<file path="config.mk">
export PLATFORM = sky130hd
export DESIGN_NAME = noc_path_injector
export DESIGN_NICKNAME = d
export VERILOG_FILES = /design/src/rtl/noc_pkg.sv /design/src/rtl/noc_backoff_timer.sv /design/src/rtl/noc_path_injector.sv
export SDC_FILE = /design/constraint.sdc
export NUM_CORES = 1
export LEC_CHECK = 0
export ABC_AREA = 1
export BUFFER_PORTS_ARGS = -buffer_cell sky130_fd_sc_hd__buf_2
export CAP_MARGIN = 20
export CORE_UTILIZATION = 52
export CTS_CLUSTER_DIAMETER = 60
export DETAILED_ROUTE_END_ITERATION = 8
export MAX_ROUTING_LAYER = met4
export PLACE_DENSITY_LB_ADDON = 0.3
export SYNTH_ARGS = -nofsm -noshare
export SYNTH_HDL_FRONTEND = slang
export SYNTH_SLANG_ARGS = --single-unit
</file>
<file path="constraint.sdc">
create_clock -name clock -period 2 [get_ports clock]
set_clock_uncertainty 0.15 [all_clocks]
set_input_delay 0.1 -clock clock [delete_from_list [all_inputs] [get_ports clock]]
set_output_delay 0.1 -clock clock [all_outputs]
set_load 0.01 [all_outputs]
</file>
<file path="src/rtl/noc_pkg.sv">
// Shared definitions for the mesh NoC injection path: configure opcodes,
// injector FSM states and configure-word field positions.
package noc_pkg;

  // Opcode field of the configure word.
  localparam int         OP_W     = 2;
  localparam logic [1:0] OP_NONE  = 2'b00;
  localparam logic [1:0] OP_SEND  = 2'b01;
  localparam logic [1:0] OP_ABORT = 2'b10;
  // 2'b11 is reserved and treated like "nothing to do" except that it
  // does not re-arm the injector.

  // Injector FSM states.
  typedef enum logic [2:0] {
    ST_IDLE    = 3'd0,
    ST_REQ     = 3'd1,
    ST_BACKOFF = 3'd2,
    ST_XFER    = 3'd3,
    ST_RELEASE = 3'd4
  } state_e;

  // Configure word layout is {op, dest, len}, len in the LSBs.
  localparam int LEN_LSB = 0;

  function automatic int dest_lsb(input int len_w);
    return len_w;
  endfunction

  function automatic int op_lsb(input int len_w, input int dest_w);
    return len_w + dest_w;
  endfunction

  function automatic int cfg_w(input int len_w, input int dest_w);
    return OP_W + len_w + dest_w;
  endfunction

endpackage

</file>
<file path="src/rtl/noc_backoff_timer.sv">
// Backoff timer: a load starts a BACKOFF-cycle interval; done is high in the
// last cycle of that interval. clear cancels a running interval.
module noc_backoff_timer
  import noc_pkg::*;
#(
  parameter int BACKOFF = 8
) (
  input  logic clock,
  input  logic reset,
  input  logic load,
  input  logic clear,
  output logic done
);

  localparam int CNT_W  = (BACKOFF > 1) ? $clog2(BACKOFF) : 1;
  localparam int LOAD_V = (BACKOFF > 0) ? BACKOFF - 1 : 0;

  logic [CNT_W-1:0] cnt_q;
  logic             busy_q;

  // Down-counter: loaded with BACKOFF-1 so that done lands on cycle BACKOFF.
  always_ff @(posedge clock or negedge reset) begin
    if (!reset) begin
      busy_q <= 1'b0;
      cnt_q  <= '0;
    end else if (clear) begin
      busy_q <= 1'b0;
      cnt_q  <= '0;
    end else if (load) begin
      busy_q <= 1'b1;
      cnt_q  <= CNT_W'(LOAD_V);
    end else if (busy_q) begin
      if (cnt_q == '0) begin
        busy_q <= 1'b0;
      end else begin
        cnt_q <= cnt_q - CNT_W'(1);
      end
    end
  end

  assign done = busy_q && (cnt_q == '0);

endmodule

</file>
<file path="src/rtl/noc_path_injector.sv">
// Per-processor injection controller: turns a level-held configure word into
// a path request, retries with backoff on block, streams a counted burst of
// flits once granted, then releases the path.
//
// Flit handshake: a flit transfers on every rising clock edge where
// flit_valid && flit_ready. While flit_valid is high, flit_data is held
// stable until that transfer happens; flit_valid never depends on
// flit_ready.
module noc_path_injector
  import noc_pkg::*;
#(
  parameter int NUM_NODES = 4,
  parameter int NODE_ID   = 0,
  parameter int DEST_W    = 2,
  parameter int LEN_W     = 7,
  parameter int FLIT_W    = 16,
  parameter int BACKOFF   = 8,
  parameter int MAX_RETRY = 3
) (
  input  logic                               clock,
  input  logic                               reset,
  input  logic [OP_W+DEST_W+LEN_W-1:0]       configure,
  input  logic                               path_grant,
  input  logic                               path_block,
  input  logic                               flit_ready,
  output logic                               ready,
  output logic                               path_req,
  output logic [DEST_W-1:0]                  path_dest,
  output logic                               flit_valid,
  output logic [FLIT_W-1:0]                  flit_data,
  output logic                               path_release,
  output logic                               error,
  output logic [$clog2(MAX_RETRY+1)-1:0]     retry_cnt,
  output logic [2:0]                         dbg_state
);

  localparam int RW       = $clog2(MAX_RETRY + 1);
  localparam int CFG_W    = cfg_w(LEN_W, DEST_W);
  localparam int DEST_LSB = dest_lsb(LEN_W);
  localparam int OP_LSB   = op_lsb(LEN_W, DEST_W);

  // Configure word fields.
  logic [OP_W-1:0]   cfg_op;
  logic [DEST_W-1:0] cfg_dest;
  logic [LEN_W-1:0]  cfg_len;
  int                cfg_dest_int;
  logic              dest_bad;

  assign cfg_op   = configure[OP_LSB +: OP_W];
  assign cfg_dest = configure[DEST_LSB +: DEST_W];
  assign cfg_len  = configure[LEN_LSB +: LEN_W];

  // A send to ourselves or to a node outside the mesh is rejected.
  always_comb begin
    cfg_dest_int = int'(cfg_dest);
    dest_bad     = (cfg_dest == DEST_W'(NODE_ID)) || (cfg_dest_int >= NUM_NODES);
  end

  // FSM and datapath registers.
  state_e            state_q, state_n;
  logic              arm_q, arm_n;
  logic              error_q, error_n;
  logic [RW-1:0]     retry_q, retry_n;
  logic [DEST_W-1:0] dest_q, dest_n;
  logic [LEN_W-1:0]  count_q, count_n;
  logic              tmr_load, tmr_clear, tmr_done;

  noc_backoff_timer #(.BACKOFF(BACKOFF)) u_backoff (
    .clock (clock),
    .reset (reset),
    .load  (tmr_load),
    .clear (tmr_clear),
    .done  (tmr_done)
  );

  // State register and the registered message context.
  always_ff @(posedge clock or negedge reset) begin
    if (!reset) begin
      state_q <= ST_IDLE;
      arm_q   <= 1'b1;
      error_q <= 1'b0;
      retry_q <= '0;
      dest_q  <= '0;
      count_q <= '0;
    end else begin
      state_q <= state_n;
      arm_q   <= arm_n;
      error_q <= error_n;
      retry_q <= retry_n;
      dest_q  <= dest_n;
      count_q <= count_n;
    end
  end

  // Next-state logic. Abort is evaluated ahead of any other event; grant
  // beats block when both arrive together.
  always_comb begin
    state_n   = state_q;
    arm_n     = arm_q;
    error_n   = error_q;
    retry_n   = retry_q;
    dest_n    = dest_q;
    count_n   = count_q;
    tmr_load  = 1'b0;
    tmr_clear = 1'b0;

    // Seeing an idle opcode re-arms, so a held send word fires only once.
    if (cfg_op == OP_NONE) arm_n = 1'b1;

    case (state_q)
      ST_IDLE: begin
        if (cfg_op == OP_SEND && arm_q) begin
          arm_n = 1'b0;
          if (dest_bad) begin
            error_n = 1'b1;
          end else if (cfg_len == '0) begin
            error_n = 1'b0;
          end else begin
            dest_n  = cfg_dest;
            count_n = cfg_len;
            error_n = 1'b0;
            retry_n = '0;
            state_n = ST_REQ;
          end
        end
      end
      ST_REQ: begin
        if (cfg_op == OP_ABORT) begin
          state_n = ST_IDLE;
        end else if (path_grant) begin
          state_n = ST_XFER;
        end else if (path_block) begin
          if (retry_q < RW'(MAX_RETRY)) begin
            retry_n  = retry_q + RW'(1);
            tmr_load = 1'b1;
            state_n  = ST_BACKOFF;
          end else begin
            error_n = 1'b1;
            state_n = ST_IDLE;
          end
        end
      end
      ST_BACKOFF: begin
        if (cfg_op == OP_ABORT) begin
          tmr_clear = 1'b1;
          state_n   = ST_IDLE;
        end else if (tmr_done) begin
          state_n = ST_REQ;
        end
      end
      ST_XFER: begin
        if (cfg_op == OP_ABORT) begin
          state_n = ST_RELEASE;
        end else if (flit_ready) begin
          count_n = count_q - LEN_W'(1);
          if (count_q == LEN_W'(1)) state_n = ST_RELEASE;
        end
      end
      ST_RELEASE: begin
        state_n = ST_IDLE;
      end
      default: begin
        state_n = ST_IDLE;
      end
    endcase
  end

  // Moore outputs decoded from the current state.
  assign ready        = (state_q == ST_IDLE);
  assign path_req     = (state_q == ST_REQ);
  assign flit_valid   = (state_q == ST_XFER);
  assign path_release = (state_q == ST_RELEASE);
  assign path_dest    = dest_q;
  assign error        = error_q;
  assign retry_cnt    = retry_q;
  assign dbg_state    = state_q;

  // Flit payload {zero pad, NODE_ID, remaining count}, zero when no flit.
  always_comb begin
    flit_data = '0;
    if (flit_valid) begin
      flit_data[LEN_W-1:0]       = count_q;
      flit_data[LEN_W +: DEST_W] = DEST_W'(NODE_ID);
    end
  end

endmodule

</file>
# ---- After elaboration in Yosys (flattened, before gate mapping)
# Cells that the tools add are included.
dict set report classes {
  n_eq_ne 22
  add_sub_neg 3
  bitwise_logic 2
  n_mux 53
  div 0
  n_reduce_logical 16
  magnitude_cmp 1
  n_shift 0
  mul 0
}
# operator count
set op_table {}
lappend op_table {{3-bit two-way mux} 15}
lappend op_table {{7-bit two-way mux} 6}
lappend op_table {{1-bit two-way mux} 20}
lappend op_table {{2-bit two-way mux} 8}
lappend op_table {{2-bit inequality test (second input constant)} 8}
lappend op_table {{7-bit one-hot mux with 2 select lines} 1}
lappend op_table {{3-bit one-hot mux with 4 select lines} 1}
lappend op_table {{6-bit AND reduction} 2}
lappend op_table {{8-bit AND reduction} 1}
lappend op_table {{7-bit by 1-bit equality test with 1-bit output (second input constant)} 1}
lappend op_table {{7-bit logical NOT} 1}
lappend op_table {{7-bit AND reduction} 1}
lappend op_table {{7-bit by 1-bit subtractor with 7-bit output (second input constant)} 1}
lappend op_table {{3-bit by 2-bit equality test with 1-bit output (second input constant)} 2}
lappend op_table {{3-bit logical NOT} 2}
lappend op_table {{3-bit inequality test (second input constant)} 2}
lappend op_table {{2-bit logical NOT} 2}
lappend op_table {{2-bit by 1-bit inequality test with 1-bit output (second input constant)} 2}
lappend op_table {{4-bit by 3-bit inequality test with 1-bit output (second input constant)} 1}
lappend op_table {{2-bit one-hot mux with 2 select lines} 1}
lappend op_table {{4-bit AND reduction} 1}
lappend op_table {{2-bit nonzero test} 2}
lappend op_table {{3-bit by 1-bit equality test with 1-bit output (second input constant)} 1}
lappend op_table {{3-bit equality test (second input constant)} 1}
lappend op_table {{other kinds (12)} 14}
dict set report totals {
  word_cells 105
  latchBits 0
  mem_bits_rw 0
  in_bits 16
  reg_bits 20
  n_memories 0
  output_inout_bits 28
  mem_bits_ro 0
}

# ---- Longest topological paths before layout
# Gate-level depths: netlist (run 1).
dict set report depth {
  word_depth 8
  depth_mapped 9
  mapped_depth_nobuf 9
}

# ---- Modules after synthesis
# A second synthesis (run 1) with hierarchy kept.
dict set report unflattened {
  hier_cells 226
  hier_area_um2 1540.2
}
# mod area_per_inst_um2 seq_area_each_um2 cells_each instances
set modules_own_cells {}
lappend modules_own_cells {noc_path_injector 1286.2 401.6 192 1}
lappend modules_own_cells {noc_backoff_timer 254.0 100.1 34 1}

# ---- Least setup slack after synthesis (run 1)
# OpenSTA, ideal clock, no wires.
dict set report synth_timing {
  kind {flip-flop to flip-flop}
  startpoint {reg state_q[1] (netlist: dbg_state[1])}
  endpoint {reg count_q[0]}
  setup_time_ns 0.121
  arrival_time_ns 1.324
  path_stages_with_launch 9
  n_path_buf 0
  t_required_ns 1.729
  period_less_slack_ns 1.596
  path_slack_ns 0.404
  path_cell_list {dfrtp_1 -> inv_2 -> nand2_2 -> nor2_4 -> nor2_2 -> nor2_4 -> nand2_4 -> nand2_1 -> o21ai_2}
}
dict set report synth_via {
  elab_chain_cells 3
  elab_cells_between_ends 10
  cone_classes {6 x eq/ne; 1 x mux; 3 x reduce/logical}
}
# item line
set synth_rtl {}
lappend synth_rtl {{start, declared} noc_path_injector.sv:60} ;# state_e state_q, state_n;
lappend synth_rtl {{start signal, assigned} noc_path_injector.sv:86} ;# state_q <= state_n;
lappend synth_rtl {{3-bit logical NOT *} n/a}
lappend synth_rtl {{net ready} noc_path_injector.sv:26} ;# output logic ready,
lappend synth_rtl {{2-bit inequality test (no source line), or another cell as far along} n/a}
lappend synth_rtl {{6-bit AND reduction (no source line)} n/a}
lappend synth_rtl {{end signal, assigned} noc_path_injector.sv:91} ;# count_q <= count_n;
lappend synth_rtl {{end, declared} noc_path_injector.sv:65} ;# logic [LEN_W-1:0] count_q, count_n;
# The timed path passes the listed nets; every way through them passes the cells marked *.
# A chain may end at the register's enable or synchronous reset.

# ---- Worst setup path after layout (run 1)
dict set report layout_timing {
  startpoint {reg state_q[1] (netlist: dbg_state[1])}
  endpoint {out flit_valid}
}
dict set report layout_via {
  elab_chain_cells 1
}
# item line
set layout_rtl {}
lappend layout_rtl {{3-bit by 2-bit equality test with 1-bit output} noc_path_injector.sv:171} ;# assign flit_valid = (state_q == ST_XFER);
lappend layout_rtl {{end, declared} noc_path_injector.sv:29} ;# output logic flit_valid,
# Every way passes these cells.

==> results of run 1 <==
-- metrics by stage --
| stage | cell area [µm²] | std cells | power (µW) |
|---|---|---|---|
| after global placement | 1670 | 284 | 2190 |
| after global routing | 1810 | 299 | 2720 |
| after floorplan | 1540 | 229 | 1870 |
| final | 1810 | 299 | 2450 |
| after CTS | 1810 | 299 | 2460 |
| after detailed placement | 1670 | 284 | 2220 |
-- path summary, 6_finish.rpt --
check                              from            endpoint  cells past startpoint
max                        dbg_state[1]          flit_valid                      3
max reg2reg                       arm_q        dbg_state[1]                      7
min in group asynchronous         reset  u_backoff.cnt_q[2]                      2
min reg2reg                path_dest[1]        path_dest[1]                      2
min                        configure[2]          count_q[2]                      5
max in group asynchronous         reset               arm_q                      2
-- what timing repair did --
action                                 CTS  global route
hold buffers                            11             0
resized for setup                        0             0
setup endpoints to repair                0             0
endpoints found under the hold margin   29             0
-- kinds of logic (layout without fill, tap and decap cells) --
| family | count (synthesis) | after routing | synth area share, % |
|---|---|---|---|
| adder cells (fa/ha/maj) | 5 | 5 | 4.15 |
| XOR/XNOR | 1 | 1 | 0.581 |
| AND/OR/NAND/NOR | 142 | 142 | 42.8 |
| flip-flops | 20 | 20 | 33.3 |
| other | 1 | 9 | 0.249 |
| buffers and inverters | 32 | 71 | 10.7 |
| AO/OA/AOI/OAI | 20 | 20 | 8.29 |
-- synth_stat cells, types with 4 or more instances --
cell type / number / area, µm²
nand3_1: 26 / 130
dfrtp_1: 19 / 475
a21oi_1: 4 / 20.0
nand2_1: 67 / 251
buf_4: 9 / 67.6
nor2_1: 35 / 131
nor2_4: 4 / 45.0
ha_1: 5 / 62.6
inv_1: 19 / 71.3
o21ai_0: 9 / 45.0
-- worst reg2reg max path, stage by stage, from the launching register on --
cell and delay (ps):
dfstp_2 550, nand2_1 50, nor2_1 130, nand2_1 130
o21ai_4 320, nand3_1 180, nand2_1 100, nand2_1 50
-- sequential cells by signal, summed over array words and instances (netlist names) --
name and flops:
count_q 7, dbg_state 3, u_backoff.cnt_q 3, path_dest 2
retry_cnt 2, arm_q 1, error 1, u_backoff.busy_q 1
-- cell type report --
type	instances	area [µm²]	area share (%)
timing repair buffer	45	280	15.5
clock buffer	4	26.3	1.46
inverter	22	82.6	4.57
tap	31	38.8	2.15
sequential	20	502	27.8
multi-input combinational	177	876	48.5
-- power by group through the flow --
| stage | Sequential [µW] | Combinational, µW | Clock (µW) |
|---|---|---|---|
| after floorplan | 774 | 1090 | 0 |
| after global placement | 762 | 1430 | 0 |
| after detailed placement | 765 | 1450 | 0 |
| after CTS | 758 | 1490 | 216 |
| after global routing | 784 | 1700 | 230 |
| final | 757 | 1500 | 202 |
-- routing by layer --
layer | GRT usage (%) | wire length, µm | part of all wire (%)
met4 | 5.92 | 31 | 0.94
met3 | 4.19 | 212 | 6.4
met1 | 31.9 | 1530 | 46
met5 | - | 0 | 0
met2 | 38.4 | 1530 | 46
==> results.json, run 1 <==
{
  "via_per_inst": 5.13,
  "synth.avg_cell_area_um2": 6.83,
  "root_buffer": "clkbuf_4",
  "max_cap_violations": 0,
  "timing.fmax_mhz": 561,
  "min_period_ps": 1780,
  "ant_nets": 0,
  "cts_tree": "done",
  "htreeDepth": 1,
  "syn_inst": 221,
  "setup_ws_ps": 217,
  "synth_seq_cells": 20,
  "crit_chain": "nand3_4, clkinv_1, buf_2",
  "path_class": "reg -> out",
  "required_ps": 1750,
  "crit_fanout": 15,
  "grt_pass1_wl_mm": 5.77,
  "hp-class": "in -> reg",
  "port_buffers": 34,
  "diodes": 0,
  "start_kind": "register",
  "cts_setup_buffers": 0,
  "io_pins": 44,
  "synthFlopType": "dfrtp_1",
  "netlist_area_um2": 1510,
  "grt_overflow": 0,
  "tns_ps": 0,
  "cp-end-kind": "primary output",
  "fillers": 255,
  "areaGrowthSynthToFinish_pct": 19.7,
  "slew_violations": 0,
  "synthArstFlopShare_pct": 100,
  "setup_viol": 0,
  "insertion_delay_ps": 300,
  "clockPowerShare_pct": 8.2,
  "nNetsFinal": 290,
  "wl_per_cell_um": 11.1,
  "arrival_ps": 1530,
  "switching_share_pct": 50.4,
  "drive_gt1_share_pct": 20.5,
  "grt_pass1_vias": 1365,
  "cpPeakStageDelay_ps": 510,
  "drc": 0,
  "numCtsBuffers": 3,
  "first_iter_violations": 62,
  "status": "completed",
  "power.switching_uw": 1240,
  "final_util_pct": 65.5,
  "final_cell_mix": "nand2_1 (67), nor2_1 (35), buf_2 (34), nand3_1 (26)",
  "die_w_um": 55.9,
  "ys_seq_area_share_pct": 33.3,
  "yosys_warnings": 0,
  "grt_max_degree": 21,
  "period_share_pct": 89.1,
  "path_buf_inv": 2,
  "pwr-share-comb_pct": 60.9,
  "crit_slowest_cell": "dfrtp_1",
  "num_rows": 19,
  "path_delay_family": "flip-flops",
  "mostFrequentLayoutCell": "nand2_1",
  "grt_usage_pct": 24.0,
  "ys_types": 31,
  "cts_sinks": 20,
  "powerDensity_nw_per_um2": 1360,
  "p_int_uw": 1220,
  "finalHoldViolations": 0,
  "ir_drop_v": 0.00107,
  "gp_congestion": 0.900,
  "antenna_found_initial": 0,
  "routed_wl_mm": 3.31,
  "clk_pin_slew_ps": 120,
  "dr.pass1.iters": 4,
  "core-area_um2": 2760,
  "num_vias": 1533,
  "sequentialPowerShare_pct": 30.9,
  "leakagePower_uw": 0.000996,
  "place_ws_ps": 246,
  "rsz0062_at_grt": "no",
  "synth_edf_count": 0,
  "chipHeight_um": 55.9,
  "rrSetupSlack_ps": 230,
  "clk_path_buf_depth": 2,
  "start_util_pct": 54.7,
  "die_area_um2": 3120,
  "finalHoldWorstSlack_ps": 14.9,
  "hpwl_mm": 2.45
}
(Power assumes the default switching activity.)
==> run 2: changes to the inputs <==
Settings changed: SYNTH_HIERARCHICAL from default to 1.
==> results.json, run 2 <==
{
  "cts_tree": "done",
  "synth_edf_count": 0,
  "use_met2_pct": 38.8,
  "mostFrequentLayoutCell": "nand2_1",
  "final_util_pct": 64.9,
  "dp_cells": 287,
  "area.sequential_um2": 503,
  "synth_compound_area_share_pct": 5.28,
  "yosys.area.top_type": "dfrtp_1",
  "start_kind": "register",
  "timing.fmax_mhz": 541,
  "synthAdderAreaFrac_pct": 4.06,
  "arrival_ps": 1930,
  "num_vias": 1507,
  "regMostFlops": "count_q",
  "die_w_um": 56.4,
  "yosysMostFrequentCell": "nand2_1",
  "required_ps": 2080,
  "pwr-share-comb_pct": 59.8,
  "busiest_layer": "met2",
  "crit_chain": "inv_2, nand3_2, o21ai_0, o21ai_0, dlygate4sd3_1",
  "via_per_inst": 5.04,
  "switching_share_pct": 50.5,
  "htreeDepth": 1,
  "fillers": 263,
  "finalHoldViolations": 0,
  "routed_wl_mm": 3.32,
  "final_cell_mix": "nand2_1 (62), buf_2 (34), nand3_1 (32), nor2_1 (27), inv_1 (22)",
  "synthXorXnorAreaFrac_pct": 0,
  "nNetsFinal": 290,
  "gp_congestion": 0.867,
  "netlist.area_leader.share_pct": 30.9,
  "synthFlopType": "dfrtp_1",
  "chipHeight_um": 56.4,
  "die_area_um2": 3180,
  "start_util_pct": 55.4,
  "cts_setup_buffers": 0,
  "crit_slowest_cell": "dlygate4sd3_1",
  "insertion_delay_ps": 310,
  "fin_cells": 299,
  "sequentialPowerShare_pct": 30.7,
  "cts_sinks": 20,
  "hp-class": "in -> reg",
  "setup_viol": 0,
  "num_rows": 19,
  "port_buffers": 34,
  "grt_pass1_vias": 1350,
  "syn_inst": 226,
  "cp_common_cell": "o21ai_0",
  "first_iter_violations": 55,
  "hpwl_mm": 2.47,
  "min_period_ps": 1850,
  "period_share_pct": 92.4,
  "power.switching_uw": 1290,
  "cpPeakStageDelay_ps": 590,
  "ys_types": 28,
  "root_buffer": "clkbuf_4",
  "path_class": "reg -> reg",
  "diodes": 0,
  "numCtsBuffers": 3,
  "core-area_um2": 2780,
  "crit_fanout": 7,
  "grt_max_degree": 21,
  "ys_seq_area_share_pct": 32.6,
  "multi_input_area_um2": 872,
  "netlist_area_um2": 1540,
  "met3_usage_pct": 2.07,
  "synthTopCellsByCount": "nand2_1 (62), nand3_1 (32), nor2_1 (27), inv_1 (22), dfrtp_1 (19)",
  "grt_overflow": 0,
  "clk_pin_slew_ps": 120,
  "rsz0062_at_grt": "no",
  "tns_ps": 0,
  "max_cap_violations": 0,
  "status": "completed",
  "ir_drop_v": 0.000912,
  "grt_usage_pct": 24.5,
  "cp-end-kind": "register",
  "synth-simple-area-share_pct": 45.1,
  "slew_violations": 0,
  "wl_per_cell_um": 11.1,
  "setup_ws_ps": 152,
  "areaGrowthSynthToFinish_pct": 17.2,
  "p_int_uw": 1270,
  "yosys-top-cells-area": "dfrtp_1 (31%), nand2_1 (15%), nand3_1 (10%), nor2_1 (6.6%), inv_1 (5.4%)",
  "synthMuxAreaShare_pct": 0,
  "powerDensity_nw_per_um2": 1420,
  "largest_register_ffs": 7,
  "io_pins": 44,
  "clk_path_buf_depth": 2,
  "leakagePower_uw": 0.00103,
  "dr.pass1.iters": 4,
  "synthArstFlopShare_pct": 100,
  "synth.avg_cell_area_um2": 6.82,
  "yosys_warnings": 6,
  "clockPowerShare_pct": 9.4,
  "place_ws_ps": 268,
  "drive_gt1_share_pct": 23.1,
  "antenna_found_initial": 0,
  "synth_top_family_by_area": "simple AND/OR/NAND/NOR gates",
  "grt_pass1_wl_mm": 5.92,
  "met1_usage_pct": 33.0,
  "ant_nets": 0,
  "drc": 0,
  "synth_seq_cells": 20
}
-- run 2: path summary, 6_finish.rpt --
check                             startpoint          to  slack (ps)  depth (start not counted)
worst max-delay path            dbg_state[1]       arm_q         150                          5
worst min-delay path            configure[6]  count_q[6]           5                          5
worst max register to register  dbg_state[1]       arm_q         150                          5
worst min register to register    count_q[1]  count_q[1]         340                          2
max in group asynchronous              reset       arm_q        1260                          2
min in group asynchronous              reset  count_q[2]         100                          2
-- run 2: stage by stage --
step	power (µW)	area, µm²	hold WS [ps]
final	2560	1810	4.55
after global routing	2840	1810	22.7
after CTS	2570	1800	0.541
after detailed placement	2300	1690	-74.4
after global placement	2270	1690	-79.9
after floorplan	1970	1570	-346
-- run 2: layout make-up --
class | instances | share of cell area (%)
clock buffers | 4 | 2.01
inverters | 28 | 5.82
multi-input cells | 174 | 48.3
flip-flops and latches | 20 | 27.9
well taps | 31 | 2.15
repair buffers | 42 | 13.9
-- run 2: power groups by stage --
stage | sequential [µW] | clock (µW) | combinational (µW)
final | 787 | 242 | 1530
after CTS | 783 | 249 | 1540
after floorplan | 769 | 0 | 1200
after global placement | 785 | 0 | 1480
after detailed placement | 790 | 0 | 1510
after global routing | 821 | 264 | 1760
-- run 2: logic make-up after synthesis --
| kind of cell | Yosys count |
|---|---|
| AOI/OAI and AO/OA | 15 |
| adders and majority gates | 5 |
| buffers and inverters | 40 |
| DFF | 20 |
| other | 1 |
| and+or+nand+nor | 145 |
-- run 2: what timing repair did --
| item | in CTS | in global routing |
|---|---|---|
| resized for setup | 0 | 1 |
| endpoints found under the hold margin | 27 | 0 |
| hold buffers | 8 | 0 |
| endpoints found under the setup margin | 0 | 1 |
-- run 2: per-layer routing --
| layer | up-vias | share of wire, % |
|---|---|---|
| li1 | 790 | - |
| met1 | 679 | 49 |
| met2 | 34 | 47 |
| met3 | 4 | 2.5 |
| met4 | 0 | 1.2 |
| met5 | - | 0 |
-- run 2: critical path, delay by kind of cell, from the launching register on --
family,cells,cell delay (ps)
AOI/OAI and AO/OA,2,270
DFF,1,510
and+or+nand+nor,1,120
buffers and inverters,2,720
